--- config.mk ---
export PLATFORM = sky130hd
export DESIGN_NAME = uart_rx
export DESIGN_NICKNAME = d
export VERILOG_FILES = /design/src/rtl/uart_rx.sv
export SDC_FILE = /design/constraint.sdc
export NUM_CORES = 1
export LEC_CHECK = 0
export CORE_MARGIN = 2
export CORE_UTILIZATION = 40
export CTS_CLUSTER_DIAMETER = 80
export CTS_CLUSTER_SIZE = 28
export DETAILED_ROUTE_END_ITERATION = 16
export DONT_BUFFER_PORTS = 1
export PLACE_DENSITY = 0.57
export SETUP_SLACK_MARGIN = 0.15
export SLEW_MARGIN = 20
export SYNTH_ARGS = -nofsm -noshare
export SYNTH_HDL_FRONTEND = slang
export SYNTH_SLANG_ARGS = --single-unit
--- constraint.sdc ---
create_clock -name clk -period 4.2 [get_ports clk]
set_clock_uncertainty 0.15 [all_clocks]
set_input_delay 0.84 -clock clk [delete_from_list [all_inputs] [get_ports clk]]
set_output_delay 0.84 -clock clk [all_outputs]
set_load 0.02 [all_outputs]
--- src/rtl/uart_rx.sv ---
`default_nettype none
// ============================================================================
// Module   : uart_rx
// Purpose  : 8N1 UART receiver driven by an external oversampling timebase.
//            Both rx and the tick input are synchronized to clk; each rising
//            edge of the tick is one sample event. Bits are sampled at their
//            midpoints and a good frame updates received_byte with a 1-clk
//            rx_done pulse.
// Revision : 1.0 - initial release
// ============================================================================
module uart_rx #(
  parameter int OVERSAMPLE = 16
) (
  input  logic       clk,
  input  logic       rst,
  input  logic       rx,
  input  logic       baud_sample_tick,
  output logic [7:0] received_byte,
  output logic       rx_done
);

  localparam int CW = (OVERSAMPLE > 1) ? $clog2(OVERSAMPLE) : 1;
  localparam logic [CW-1:0] C_CNT_HALF = CW'(OVERSAMPLE / 2 - 1);
  localparam logic [CW-1:0] C_CNT_FULL = CW'(OVERSAMPLE - 1);

  localparam logic [1:0] S_IDLE  = 2'd0;
  localparam logic [1:0] S_START = 2'd1;
  localparam logic [1:0] S_DATA  = 2'd2;
  localparam logic [1:0] S_STOP  = 2'd3;

  logic          rx_meta_q, rx_sync_q;
  logic          tick_meta_q, tick_sync_q, tick_prev_q;
  logic          w_tick_ev;
  logic [1:0]    state_q, state_d;
  logic [CW-1:0] cnt_q, cnt_d;
  logic [2:0]    idx_q, idx_d;
  logic [7:0]    shift_q, shift_d;
  logic [7:0]    byte_q, byte_d;
  logic          done_q, done_d;

  // Two-flop synchronizers for rx and the tick, plus the tick edge-detect flop
  always_ff @(posedge clk or negedge rst) begin
    if (!rst) begin
      rx_meta_q   <= 1'b1;
      rx_sync_q   <= 1'b1;
      tick_meta_q <= 1'b0;
      tick_sync_q <= 1'b0;
      tick_prev_q <= 1'b0;
    end else begin
      rx_meta_q   <= rx;
      rx_sync_q   <= rx_meta_q;
      tick_meta_q <= baud_sample_tick;
      tick_sync_q <= tick_meta_q;
      tick_prev_q <= tick_sync_q;
    end
  end

  // One event per tick rising edge, however long the tick stays high
  assign w_tick_ev = tick_sync_q & ~tick_prev_q;

  // Frame FSM: advances only on tick events, samples at bit midpoints
  always_comb begin
    state_d = state_q;
    cnt_d   = cnt_q;
    idx_d   = idx_q;
    shift_d = shift_q;
    byte_d  = byte_q;
    done_d  = 1'b0;
    if (w_tick_ev) begin
      case (state_q)
        S_IDLE: begin
          if (!rx_sync_q) begin
            state_d = S_START;
            cnt_d   = '0;
          end
        end
        S_START: begin
          if (cnt_q == C_CNT_HALF) begin
            cnt_d   = '0;
            idx_d   = 3'd0;
            // Line back high at the start-bit midpoint means a glitch
            state_d = rx_sync_q ? S_IDLE : S_DATA;
          end else begin
            cnt_d = cnt_q + CW'(1);
          end
        end
        S_DATA: begin
          if (cnt_q == C_CNT_FULL) begin
            shift_d = {rx_sync_q, shift_q[7:1]};
            cnt_d   = '0;
            if (idx_q == 3'd7) begin
              idx_d   = 3'd0;
              state_d = S_STOP;
            end else begin
              idx_d = idx_q + 3'd1;
            end
          end else begin
            cnt_d = cnt_q + CW'(1);
          end
        end
        S_STOP: begin
          if (cnt_q == C_CNT_FULL) begin
            cnt_d   = '0;
            state_d = S_IDLE;
            // Low stop bit is a framing error: drop the byte silently
            if (rx_sync_q) begin
              byte_d = shift_q;
              done_d = 1'b1;
            end
          end else begin
            cnt_d = cnt_q + CW'(1);
          end
        end
        default: begin
          state_d = S_IDLE;
          cnt_d   = '0;
        end
      endcase
    end
  end

  // FSM and datapath registers
  always_ff @(posedge clk or negedge rst) begin
    if (!rst) begin
      state_q <= S_IDLE;
      cnt_q   <= '0;
      idx_q   <= 3'd0;
      shift_q <= 8'h00;
      byte_q  <= 8'h00;
      done_q  <= 1'b0;
    end else begin
      state_q <= state_d;
      cnt_q   <= cnt_d;
      idx_q   <= idx_d;
      shift_q <= shift_d;
      byte_q  <= byte_d;
      done_q  <= done_d;
    end
  end

  assign received_byte = byte_q;
  assign rx_done       = done_q;

endmodule
`default_nettype wire

== After elaboration in Yosys (flattened, before gate mapping) ==
Cells that the tools add are included.

* $add $sub $neg: 2
* Equality and inequality tests: 11
* Mux-type cells: 19
* Bitwise logic cells: 2
* Reduce and logical (&&, ||, !) cells: 8

{| class="wikitable"
|+ Operators by type and width
! kind !! count
|-
| 2-bit 2-to-1 mux || 6
|-
| 4-bit 2-to-1 mux || 3
|-
| 4-bit case mux with 3 select lines || 1
|-
| 2-bit inequality test, second input constant || 5
|-
| 3-bit 2-to-1 mux || 3
|-
| 2-bit case mux with 4 select lines || 1
|-
| 4-bit AND reduction || 2
|-
| 3-bit case mux with 2 select lines || 1
|-
| 6-bit AND reduction || 1
|-
| 4-bit by 1-bit adder with 4-bit output, second input constant || 1
|-
| 2-bit == test, second input constant || 2
|-
| 4-bit by 3-bit == test with 1-bit output, second input constant || 1
|-
| 4-bit == test, second input constant || 1
|-
| 1-bit 2-to-1 mux || 4
|-
| 3-bit by 1-bit adder with 3-bit output, second input constant || 1
|-
| 3-bit == test, second input constant || 1
|-
| 3-bit AND reduction || 1
|-
| 2-bit by 1-bit == test with 1-bit output, second input constant || 1
|-
| 2-bit logical NOT || 1
|-
| 2-bit AND reduction || 1
|-
| 2-bit nonzero test || 1
|-
| 2-bit OR reduction || 1
|-
| 1-bit AND || 1
|-
| 1-bit NOT || 1
|}

* Register bits after elaboration: 31
* Bits of input ports: 4
* Output and inout bits: 9
* Word-level logic and storage cells: 53

== Longest topological paths before layout ==
Gate-level depths: netlist of the first run.

* Depth in word-level cells: 4
* Depth in mapped cells: 5
* Depth with buffers taken out: 5

== Least setup slack after synthesis of the first run ==
OpenSTA, ideal clock, no wires.

* Kind: flip-flop to flip-flop
* Start: register cnt_q[0]
* End: register shift_q[0]
* Library setup time: 0.125 ns
* Arrival: 1.544 ns
* Required time: 3.925 ns
* Setup slack: 2.382 ns
* Stages on the path, launching flop included: 6
* Path buffers: 1
* Clock period less this slack: 1.818 ns
* Cells stage by stage: dfrtp_1 > ha_1 > clkbuf_2 > nand4b_4 > nor3_4 > mux2_2

* Longest elaborated chain between the ends: 2

{| class="wikitable"
|+ RTL lines
! what !! RTL line !! text
|-
| start, declared || 35 || <nowiki>logic [CW-1:0] cnt_q, cnt_d;</nowiki>
|-
| start signal, assigned || 133 || <nowiki>cnt_q <= cnt_d;</nowiki>
|-
| 4-bit == test || 88 || <nowiki>if (cnt_q == C_CNT_FULL) begin</nowiki>
|-
| 3-bit AND reduction (no line) || - ||
|-
| end signal, assigned || 135 || <nowiki>shift_q <= shift_d;</nowiki>
|-
| end, declared || 37 || <nowiki>logic [7:0] shift_q, shift_d;</nowiki>
|}

No other way between the ends.
A chain may end at the register's enable or synchronous reset.

== Final worst setup path of the first run ==
* Start: register cnt_q[0]
* End: register shift_q[7]

The elaborated chain is that of the path after synthesis.

==> out/qor.yml, run 1 <==
grt_max_degree: 32
initial_core_util_pct: 41.4
grt_pass1_vias: 797
irDropWorstVdd_mv: 0.227
cpLargestDelayFamily: "simple AND/OR/NAND/NOR gates"
numPortBuffers: 0
switching_share_pct: 29.5
startpoint_type: "flop"
cts_resized: 0
slew_headroom_pct: 69.3
p_int_uw: 504
ys_seq_area_share_pct: 56.4
crit_slowest_cell: "nor3_4"
dr.pass1.iters: 4
critPathKind: "flop to flop"
power_frac_comb_pct: 14.2
synth_ff_type: "dfrtp_1"
cts_max_level: 2
yosysUniqueCellTypes: 38
drt-initial-drc-count: 20
vias: 786
seq_power_share_pct: 55.0
drv_slew: 0
synth-compound-area-share_pct: 10.3
layout_min_cycle_time_ns: 2.01
cts.sinks: 31
synth_top_family_by_area: "multiplexers"
drc: 0
num-nets-final: 111
grt_pass1_wl_um: 3870
drt-vias-per-instance: 5.24
wl_per_cell_um: 14.4
synth_edf_count: 0
status: "finished, final reports clean"
max_freq_mhz: 499
reg2reg_setup_slack_ns: 2.19
cts_tree: "yes"
grt-ovfl-total: 0
required_ns: 4.26
cp_max_fo: 10
yosys.area.top_type: "dfrtp_1"
synth-adder-area-share_pct: 2.72
r2r-start: "cnt_q[0]$_DFFE_PN0P_"
hold_class: "input pin to async pin"
die_h_um: 62.7
setup_violations: 0
maxCapViolCount: 0
cp_slowest_stage_delay_ns: 0.44
yosys.area.top_type_share_pct: 52.6
hold_buffers: 0
synth_mux_area_share_pct: 15.2
cts.clk_slew.worst_paths_ns: 0.10
async_reset_ff_share_pct: 100
r2r_end: "shift_q[7]$_DFFE_PN0P_"
diodes: 0
root_buffer: "clkbuf_4"
drive_above_1_share_pct: 26.0
p_per_area_nw_per_um2: 484
syn_nets: 109
setup_tns_ns: 0
syn_inst: 102
power.total_uw: 715
worstMarginPinSlew_ns: 0.459
cp.buffers_inverters: 0
clkPwrFrac_pct: 30.8
synthSimpleGateAreaFrac_pct: 10.2
hold_viol: 0
postCtsSetupBuffers: 0
reg2regPathDepth: 4
std_cell_rows: 21
synth_area_per_cell_um2: 13.5
antenna_found_initial: 0
cp.arrival_ns: 2.07
dp_hpwl_um: 1440
rsz0062_at_grt: "false"
cts_made_buffers: 5
synth_warnings: 0
cellLeakagePower_nw: 0.692
grt_use_total_pct: 13.2
synth_xor_area_share_pct: 1.27
syn-cell-area_um2: 1380
yosys-top-cells-area: "dfrtp_1, mux2_2, dfstp_2"
cp-end-kind: "flop"
coreArea_um2: 3340
synthToLayoutAreaGrowth_pct: 7.07
io-pin-count: 13
crit_chain: "ha_1, nand4b_4, nor3_4, mux2_2"
insertion_delay_ns: 0.33
place.gp.congestion: 0.720
cts_buffer_depth: 2
die_w_um: 62.7
synth-seq-cells: 31
min_period_over_period_pct: 47.7
wl_um: 2170
dieArea_um2: 3940
power_switching_uw: 211
ant_nets: 0
## synth_stat cells (all sizes together) (2+ instances only)
cell     number
nor2          2
ha            3
o31ai         3
mux2i         3
xor2          2
o2bb2ai       2
buf           2
a21oi         2
mux2         16
nand2         2
dfstp         2
a31oi         2
clkbuf        3
dfrtp        29
nand3         4
inv           6
a222oi        2
## area by class of cell
type                            instances  area (um2)
Fill cell                             326        1860
Sequential cell                        31         778
Multi-Input combinational cell         60         548
Tap cell                               46        57.6
Clock buffer                            6        41.3
Clock inverter                          1        30.0
Inverter                                6        22.5
## worst max-delay path by stage
stage                               from                endpoint  slack (ns)  depth (start not counted)
finish              cnt_q[0]$_DFFE_PN0P_  shift_q[7]$_DFFE_PN0P_        2.19                          4
global route        cnt_q[0]$_DFFE_PN0P_  shift_q[7]$_DFFE_PN0P_        2.04                          4
CTS                 cnt_q[0]$_DFFE_PN0P_  shift_q[7]$_DFFE_PN0P_        2.16                          4
detailed placement  cnt_q[0]$_DFFE_PN0P_  shift_q[5]$_DFFE_PN0P_        2.17                          4
global placement    cnt_q[0]$_DFFE_PN0P_  shift_q[7]$_DFFE_PN0P_        2.23                          4
floorplan           cnt_q[0]$_DFFE_PN0P_  shift_q[0]$_DFFE_PN0P_        2.38                          5
## cells in the final DEF, fill, tap and decap left out, types with 2 or more instances in the layout
cell       instances
nor2_1             2
dfrtp_1           29
o2bb2ai_1          2
mux2_2            16
a31oi_1            2
o31ai_1            3
ha_1               3
nand3_1            3
nand2_1            2
clkbuf_4           5
mux2i_1            3
a21oi_1            2
a222oi_1           2
xor2_1             2
inv_1              6
dfstp_2            2
## registers in the layout (all words and copies together) (netlist names), 3 cells and up, named ones only
register / count
shift_q: 8
received_byte: 8
idx_q: 3
cnt_q: 4
## stage by stage
| stage | hold WS, ns | worst slack [ns] | area, um2 | util [%] | cells |
|---|---|---|---|---|---|
| 2_1_floorplan | 0.181 | 2.38 | 1380 | - | 102 |
| 3_3_place_gp | 0.196 | 2.23 | 1410 | 42.1 | 143 |
| 3_5_place_dp | 0.189 | 2.17 | 1410 | 42.1 | 143 |
| 4_1_cts | 0.0237 | 2.16 | 1480 | 44.3 | 150 |
| 5_1_grt | 0.0134 | 2.04 | 1480 | 44.3 | 150 |
| 6_report | 0.0415 | 2.19 | 1480 | 44.3 | 150 |
## power by group through the flow
| stage | sequential (mW) | combinational [mW] | clock [mW] |
|---|---|---|---|
| floorplan | 0.354 | 0.134 | 0 |
| global placement | 0.397 | 0.0996 | 0 |
| detailed placement | 0.399 | 0.103 | 0 |
| CTS | 0.393 | 0.104 | 0.228 |
| global route | 0.401 | 0.116 | 0.237 |
| finish | 0.393 | 0.101 | 0.220 |
## cell families after synthesis
group	after synthesis
AND/OR/NAND/NOR	18
XOR/XNOR	2
buffers and inverters	11
flip-flops	31
AO/OA/AOI/OAI	18
multiplexers	19
adder cells (fa/ha/maj)	3
## metal layers
| metal | GRT usage, % | share of wire (%) | vias up |
|---|---|---|---|
| met5 | 0 | 0 | - |
| met4 | 7.50 | 2.5 | 0 |
| met3 | 5.95 | 4.7 | 6 |
| met2 | 18.3 | 44 | 12 |
| met1 | 16.9 | 49 | 386 |
| li1 | - | - | 382 |
(Power assumes the default switching activity.)
==> run 2: changes to the inputs <==
==> constraint.sdc (replaced) <==
create_clock -name clk -period 1.9 [get_ports clk]
set_clock_uncertainty 0.15 [all_clocks]
set_input_delay 0.38 -clock clk [delete_from_list [all_inputs] [get_ports clk]]
set_output_delay 0.38 -clock clk [all_outputs]
set_load 0.02 [all_outputs]
==> out/qor.yml, run 2 (synthesized netlist as in run 1, its figures left out) <==
drt-initial-drc-count: 24  # +20%
grt_max_degree: 32  # unchanged
reg2reg_setup_slack_ns: 0.25  # -1.94 ns
cts_buffer_depth: 2  # unchanged
startpoint_type: "flop"
rsz0062_at_grt: "true"
cp_max_fo: 10  # unchanged
min_period_over_period_pct: 86.8  # +39 points
worstHoldPathCells: 0
cellLeakagePower_nw: 0.755  # +9.1%
r2r-start: "cnt_q[1]$_DFFE_PN0P_"
seq_area_um2: 781  # +0.32%
grt_pass1_wl_um: 4250  # +9.8%
critPathKind: "flop to flop"
wl_um: 2310  # +6.7%
place.gp.congestion: 0.764  # +6.2%
grt_pass1_vias: 836  # +4.9%
max_freq_mhz: 606  # +22%
cts.clk_slew.worst_paths_ns: 0.08  # -0.02 ns
maxCapViolCount: 0  # unchanged
cts_max_level: 2  # unchanged
switching_share_pct: 30.0  # +0.47 points
grt_use_total_pct: 14.1  # +0.91 points
pre_cts_ws_ns: 0.162  # -2.01 ns
drv_slew: 0  # unchanged
grt-ovfl-total: 0  # unchanged
p_per_area_nw_per_um2: 1060  # +120%
cp.arrival_ns: 1.72  # -0.35 ns
cp-end-kind: "flop"
insertion_delay_ns: 0.34  # about the same
r2r_end: "shift_q[7]$_DFFE_PN0P_"
synthToLayoutAreaGrowth_pct: 18.4
status: "finished, final reports clean"
num-nets-final: 123  # +11%
nFillCells: 312  # -4.3%
die_w_um: 62.7  # unchanged
worstMarginPinSlew_ns: 0.376  # -0.0832 ns
hold_class: "flop to flop"
drt-vias-per-instance: 5.30  # +1.2%
cts_made_buffers: 5  # unchanged
hold_path_end: "tick_sync_q$_DFF_PN0_"
p_int_mw: 1.21  # +140%
reg2regPathDepth: 5  # +1
dp_hpwl_um: 1530  # +6.7%
antenna_found_initial: 0  # unchanged
clkPwrFrac_pct: 28.3  # -2.5 points
dieArea_um2: 3940  # unchanged
die_h_um: 62.7  # unchanged
initial_core_util_pct: 41.4  # unchanged
hold_viol: 0  # unchanged
drc: 0  # unchanged
vias: 859  # +9.3%
layout_commonest_cell: "dfrtp_1"
numPortBuffers: 0  # unchanged
io-pin-count: 13  # unchanged
hp-start: "tick_meta_q$_DFF_PN0_"
setup_violations: 0  # unchanged
setup_tns_ns: 0  # unchanged
diodes: 0  # unchanged
irDropWorstVdd_mv: 0.496  # +120%
required_ns: 1.97  # -2.29 ns
coreArea_um2: 3340  # unchanged
layout_common_cells: "dfrtp_1, mux2_2, inv_1, buf_4, clkbuf_4"
root_buffer: "clkbuf_4"
cts.sinks: 31  # unchanged
slew_headroom_pct: 74.8  # +5.6 points
cts_tree: "yes"
power_frac_comb_pct: 22.7  # +8.5 points
worst_slack_ns: 0.251  # -1.94 ns
drive_above_1_share_pct: 35.3  # +9.4 points
multi_input_area_um2: 576  # +5.0%
wl_per_cell_um: 14.3  # -1.2%
std_cell_rows: 21  # unchanged
seq_power_share_pct: 49.0  # -6.0 points
ant_nets: 0  # unchanged
layout_min_cycle_time_ns: 1.65  # -0.356 ns
power_switching_uw: 519  # +150%
dr.pass1.iters: 4  # unchanged
-- run 2: how the worst max path moves through the flow --
stage,slack [ns],endpoint,startpoint
final,0.25,shift_q[7]$_DFFE_PN0P_,cnt_q[1]$_DFFE_PN0P_
after floorplan,0.15,shift_q[0]$_DFFE_PN0P_,cnt_q[0]$_DFFE_PN0P_
after global routing,0.13,idx_q[2]$_DFFE_PN0P_,cnt_q[1]$_DFFE_PN0P_
after CTS,0.15,received_byte[5]$_DFFE_PN0P_,cnt_q[0]$_DFFE_PN0P_
after detailed placement,0.16,received_byte[5]$_DFFE_PN0P_,cnt_q[0]$_DFFE_PN0P_
after global placement,0.19,received_byte[0]$_DFFE_PN0P_,cnt_q[0]$_DFFE_PN0P_
-- run 2: timing repair --
action | CTS | global route
endpoints found under the setup margin | 0 | 20
buffers inserted | 0 | 2
gates resized for setup | 0 | 9
hold buffers | 4 | 0
hold endpoints to repair | 33 | 0
-- run 2: layer usage --
layer | vias up | track usage (%) | share of wire (%)
met1 | 435 | 18.5 | 46
li1 | 405 | - | -
met3 | 6 | 6.49 | 4.9
met5 | - | 0 | 0
met2 | 13 | 19.6 | 47
met4 | 0 | 6.67 | 2.0
-- run 2: area by class of cell --
type                            instances  share of cell area, %
Timing Repair Buffer                   12                   7.73
Multi-Input combinational cell         60                   35.2
Clock buffer                            6                   2.53
Tap cell                               46                   3.52
Inverter                                6                   1.38
Clock inverter                          1                   1.84
Sequential cell                        31                   47.8
-- run 2: stage by stage --
stage | area, um2 | hold slack [ns] | power (mW) | util (%) | instances
5_1_grt | 1630 | 0.214 | 1.84 | 49.0 | 162
3_3_place_gp | 1460 | -0.0646 | 1.15 | 43.9 | 149
6_report | 1630 | 0.210 | 1.73 | 49.0 | 162
2_1_floorplan | 1380 | -0.0656 | 1.08 | - | 102
4_1_cts | 1590 | 0.213 | 1.68 | 47.5 | 160
3_5_place_dp | 1460 | -0.0642 | 1.16 | 43.9 | 149
-- run 2: critical path, cell delays in order (launching register included) --
cell	delay, ns
dfrtp_1	0.42
ha_4	0.17
nand4b_4	0.14
nor3_4	0.18
buf_12	0.15
mux2_2	0.32
-- run 2: power groups by stage --
stage	Clock [mW]	Combinational, mW	Sequential [mW]
finish	0.490	0.393	0.848
detailed placement	0	0.320	0.844
global route	0.532	0.447	0.862
CTS	0.506	0.345	0.830
global placement	0	0.313	0.838
floorplan	0	0.300	0.782
==> run 3: changes to the inputs <==
--- a/config.mk
+++ b/config.mk
@@ -5,15 +5,15 @@
 export SDC_FILE = /design/constraint.sdc
 export NUM_CORES = 1
 export LEC_CHECK = 0
+export CAP_MARGIN = 20
 export CORE_MARGIN = 2
 export CORE_UTILIZATION = 40
 export CTS_CLUSTER_DIAMETER = 80
 export CTS_CLUSTER_SIZE = 28
 export DETAILED_ROUTE_END_ITERATION = 16
 export DONT_BUFFER_PORTS = 1
-export PLACE_DENSITY = 0.57
+export PLACE_DENSITY = 0.59
 export SETUP_SLACK_MARGIN = 0.15
-export SLEW_MARGIN = 20
 export SYNTH_ARGS = -nofsm -noshare
 export SYNTH_HDL_FRONTEND = slang
 export SYNTH_SLANG_ARGS = --single-unit
==> constraint.sdc (replaced) <==
create_clock -name clk -period 1.5 [get_ports clk]
set_clock_uncertainty 0.15 [all_clocks]
set_input_delay 0.3 -clock clk [delete_from_list [all_inputs] [get_ports clk]]
set_output_delay 0.3 -clock clk [all_outputs]
set_load 0.02 [all_outputs]
==> out/qor.yml, run 3 (synthesized netlist as in run 1, its figures left out) <==
cts_tree: "yes"
setup_tns_ns: -3.09  # -3.09 ns
dr.pass1.iters: 4  # unchanged
worstMarginPinSlew_ns: 0.290  # -0.0865 ns
wl_um: 2880  # +24%
drt-vias-per-instance: 5.25  # -1.0%
coreArea_um2: 3340  # unchanged
r2r_end: "shift_q[5]$_DFFE_PN0P_"
die_h_um: 62.7  # unchanged
final_util_pct: 55.8  # +6.9 points
drv_slew: 0  # unchanged
ant_nets: 0  # unchanged
power.total_mw: 2.45  # +42%
diodes: 0  # unchanged
cts_buffer_depth: 2  # unchanged
drive_above_1_share_pct: 47.4  # +12 points
cp-end-kind: "flop"
die_w_um: 62.7  # unchanged
cp.buffers_inverters: 1  # unchanged
routed-wl-met3_um: 131  # +15%
maxCapViolCount: 0  # unchanged
cts_made_buffers: 5  # unchanged
numPortBuffers: 0  # unchanged
layoutNonFillerInstCount: 181  # +12%
crit_slowest_cell: "dfrtp_1"
cp.arrival_ns: 1.74  # +0.02 ns
dieArea_um2: 3940  # unchanged
critPathKind: "flop to flop"
layout_min_cycle_time_ns: 1.68  # +0.0275 ns
vias: 950  # +11%
grt_max_degree: 32  # unchanged
status: "finished with violations"
cellLeakagePower_nw: 0.867  # +15%
required_ns: 1.56  # -0.41 ns
post_dp_cell_area_um2: 1570  # +7.2%
io-pin-count: 13  # unchanged
worst_slack_ns: -0.176  # -0.428 ns
grt_pass1_wl_um: 4740  # +12%
setup_violations: 24  # +24
grt-ovfl-total: 0  # unchanged
rsz0062_at_grt: "true"
insertion_delay_ns: 0.33  # about the same
cts.clk_slew.worst_paths_ns: 0.10  # +0.02 ns
hold_class: "flop to flop"
grt_pass1_vias: 937  # +12%
cpLargestDelayFamily: "flip-flops"
crit_chain: "ha_4, nand4b_4, nor3_4, buf_12, mux2_4"
reg2regPathDepth: 5  # unchanged
worstHoldPathCells: 0  # unchanged
p_per_area_nw_per_um2: 1320  # +24%
slew_headroom_pct: 80.7  # +5.9 points
layout_common_cells: "dfrtp_1, buf_4, mux2_4"
initial_core_util_pct: 41.4  # unchanged
wl_per_cell_um: 15.9  # +11%
cts_max_level: 2  # unchanged
failed_checks: "setup timing"
std_cell_rows: 21  # unchanged
cp_max_fo: 8  # -2
fin_area_um2: 1860  # +14%
antenna_found_initial: 0  # unchanged
synthToLayoutAreaGrowth_pct: 35.0
top_layer: "met4"
grt_use_total_pct: 16.1  # +2.1 points
max_freq_mhz: 596  # -1.6%
hold_path_end: "tick_sync_q$_DFF_PN0_"
layout_commonest_cell: "dfrtp_1"
cp_slowest_stage_delay_ns: 0.42  # about the same
dp_hpwl_um: 1720  # +12%
drc: 0  # unchanged
startpoint_type: "flop"
drt-met1-wl_um: 1270  # +19%
hold_viol: 0  # unchanged
routed-wl-met2_um: 1440  # +34%
dp_cells: 161  # +8.1%
r2r-start: "cnt_q[0]$_DFFE_PN0P_"
hp-start: "tick_meta_q$_DFF_PN0_"
irDropWorstVdd_mv: 0.887  # +79%
num-nets-final: 141  # +15%
drt-initial-drc-count: 24  # unchanged
reg2reg_setup_slack_ns: -0.18  # -0.43 ns
holdWs_ns: 0.208  # -0.00159 ns
pre_cts_ws_ns: -0.207  # -0.369 ns
cts.sinks: 31  # unchanged
place.gp.congestion: 0.743  # -2.8%
min_period_over_period_pct: 112  # +25 points
root_buffer: "clkbuf_4"
## run 3: changes by cell type in the layout (fill, tap and decap cells not counted), moves of 2 or more
cell     previous run  this run
buf_6               1         3
mux2_2             16         5
buf_4               6        21
dfrtp_2             2         0
dfrtp_1            27        29
mux2_4              0        11
## run 3: routing by layer
layer  GRT usage, %  vias to the layer above
li1               -                      449
met1           20.5                      477
met2           25.3                       22
met3           5.41                        2
met4           6.67                        0
met5              0                        -
## run 3: final cells by class
| class | count | area (um2) |
|---|---|---|
| multi-input combinational | 61 | 668 |
| fill | 293 | 1470 |
| clock buffer | 7 | 45.0 |
| tap | 46 | 57.6 |
| sequential | 31 | 778 |
| inverter | 6 | 22.5 |
| timing repair buffer | 29 | 262 |
| clock inverter | 1 | 30.0 |
## run 3: power by group
part	total (mW)	leakage, nW	internal, mW	switching [mW]
Combinational	0.787	0.424	0.416	0.372
Sequential	1.02	0.404	0.915	0.104
Clock	0.648	0.0395	0.353	0.295
## run 3: repair_timing
item                                   CTS  global route
gates cloned                             1             0
pin swaps                                8             6
endpoints found under the hold margin   33             0
setup endpoints to repair               26            26
gates resized for setup                  7            17
buffers inserted                         3             4
hold buffers                             4             0
## run 3: worst max path at each step
stage                         start                      endpoint  slack [ns]  cells after the start
2_1_floorplan  cnt_q[0]$_DFFE_PN0P_        shift_q[0]$_DFFE_PN0P_       -0.24                      5
4_1_cts        cnt_q[0]$_DFFE_PN0P_        shift_q[5]$_DFFE_PN0P_       -0.18                      5
3_5_place_dp   cnt_q[0]$_DFFE_PN0P_  received_byte[6]$_DFFE_PN0P_       -0.21                      4
6_report       cnt_q[0]$_DFFE_PN0P_        shift_q[5]$_DFFE_PN0P_       -0.18                      5
5_1_grt        cnt_q[2]$_DFFE_PN0P_          idx_q[2]$_DFFE_PN0P_       -0.25                      3
3_3_place_gp   cnt_q[0]$_DFFE_PN0P_  received_byte[1]$_DFFE_PN0P_       -0.17                      4
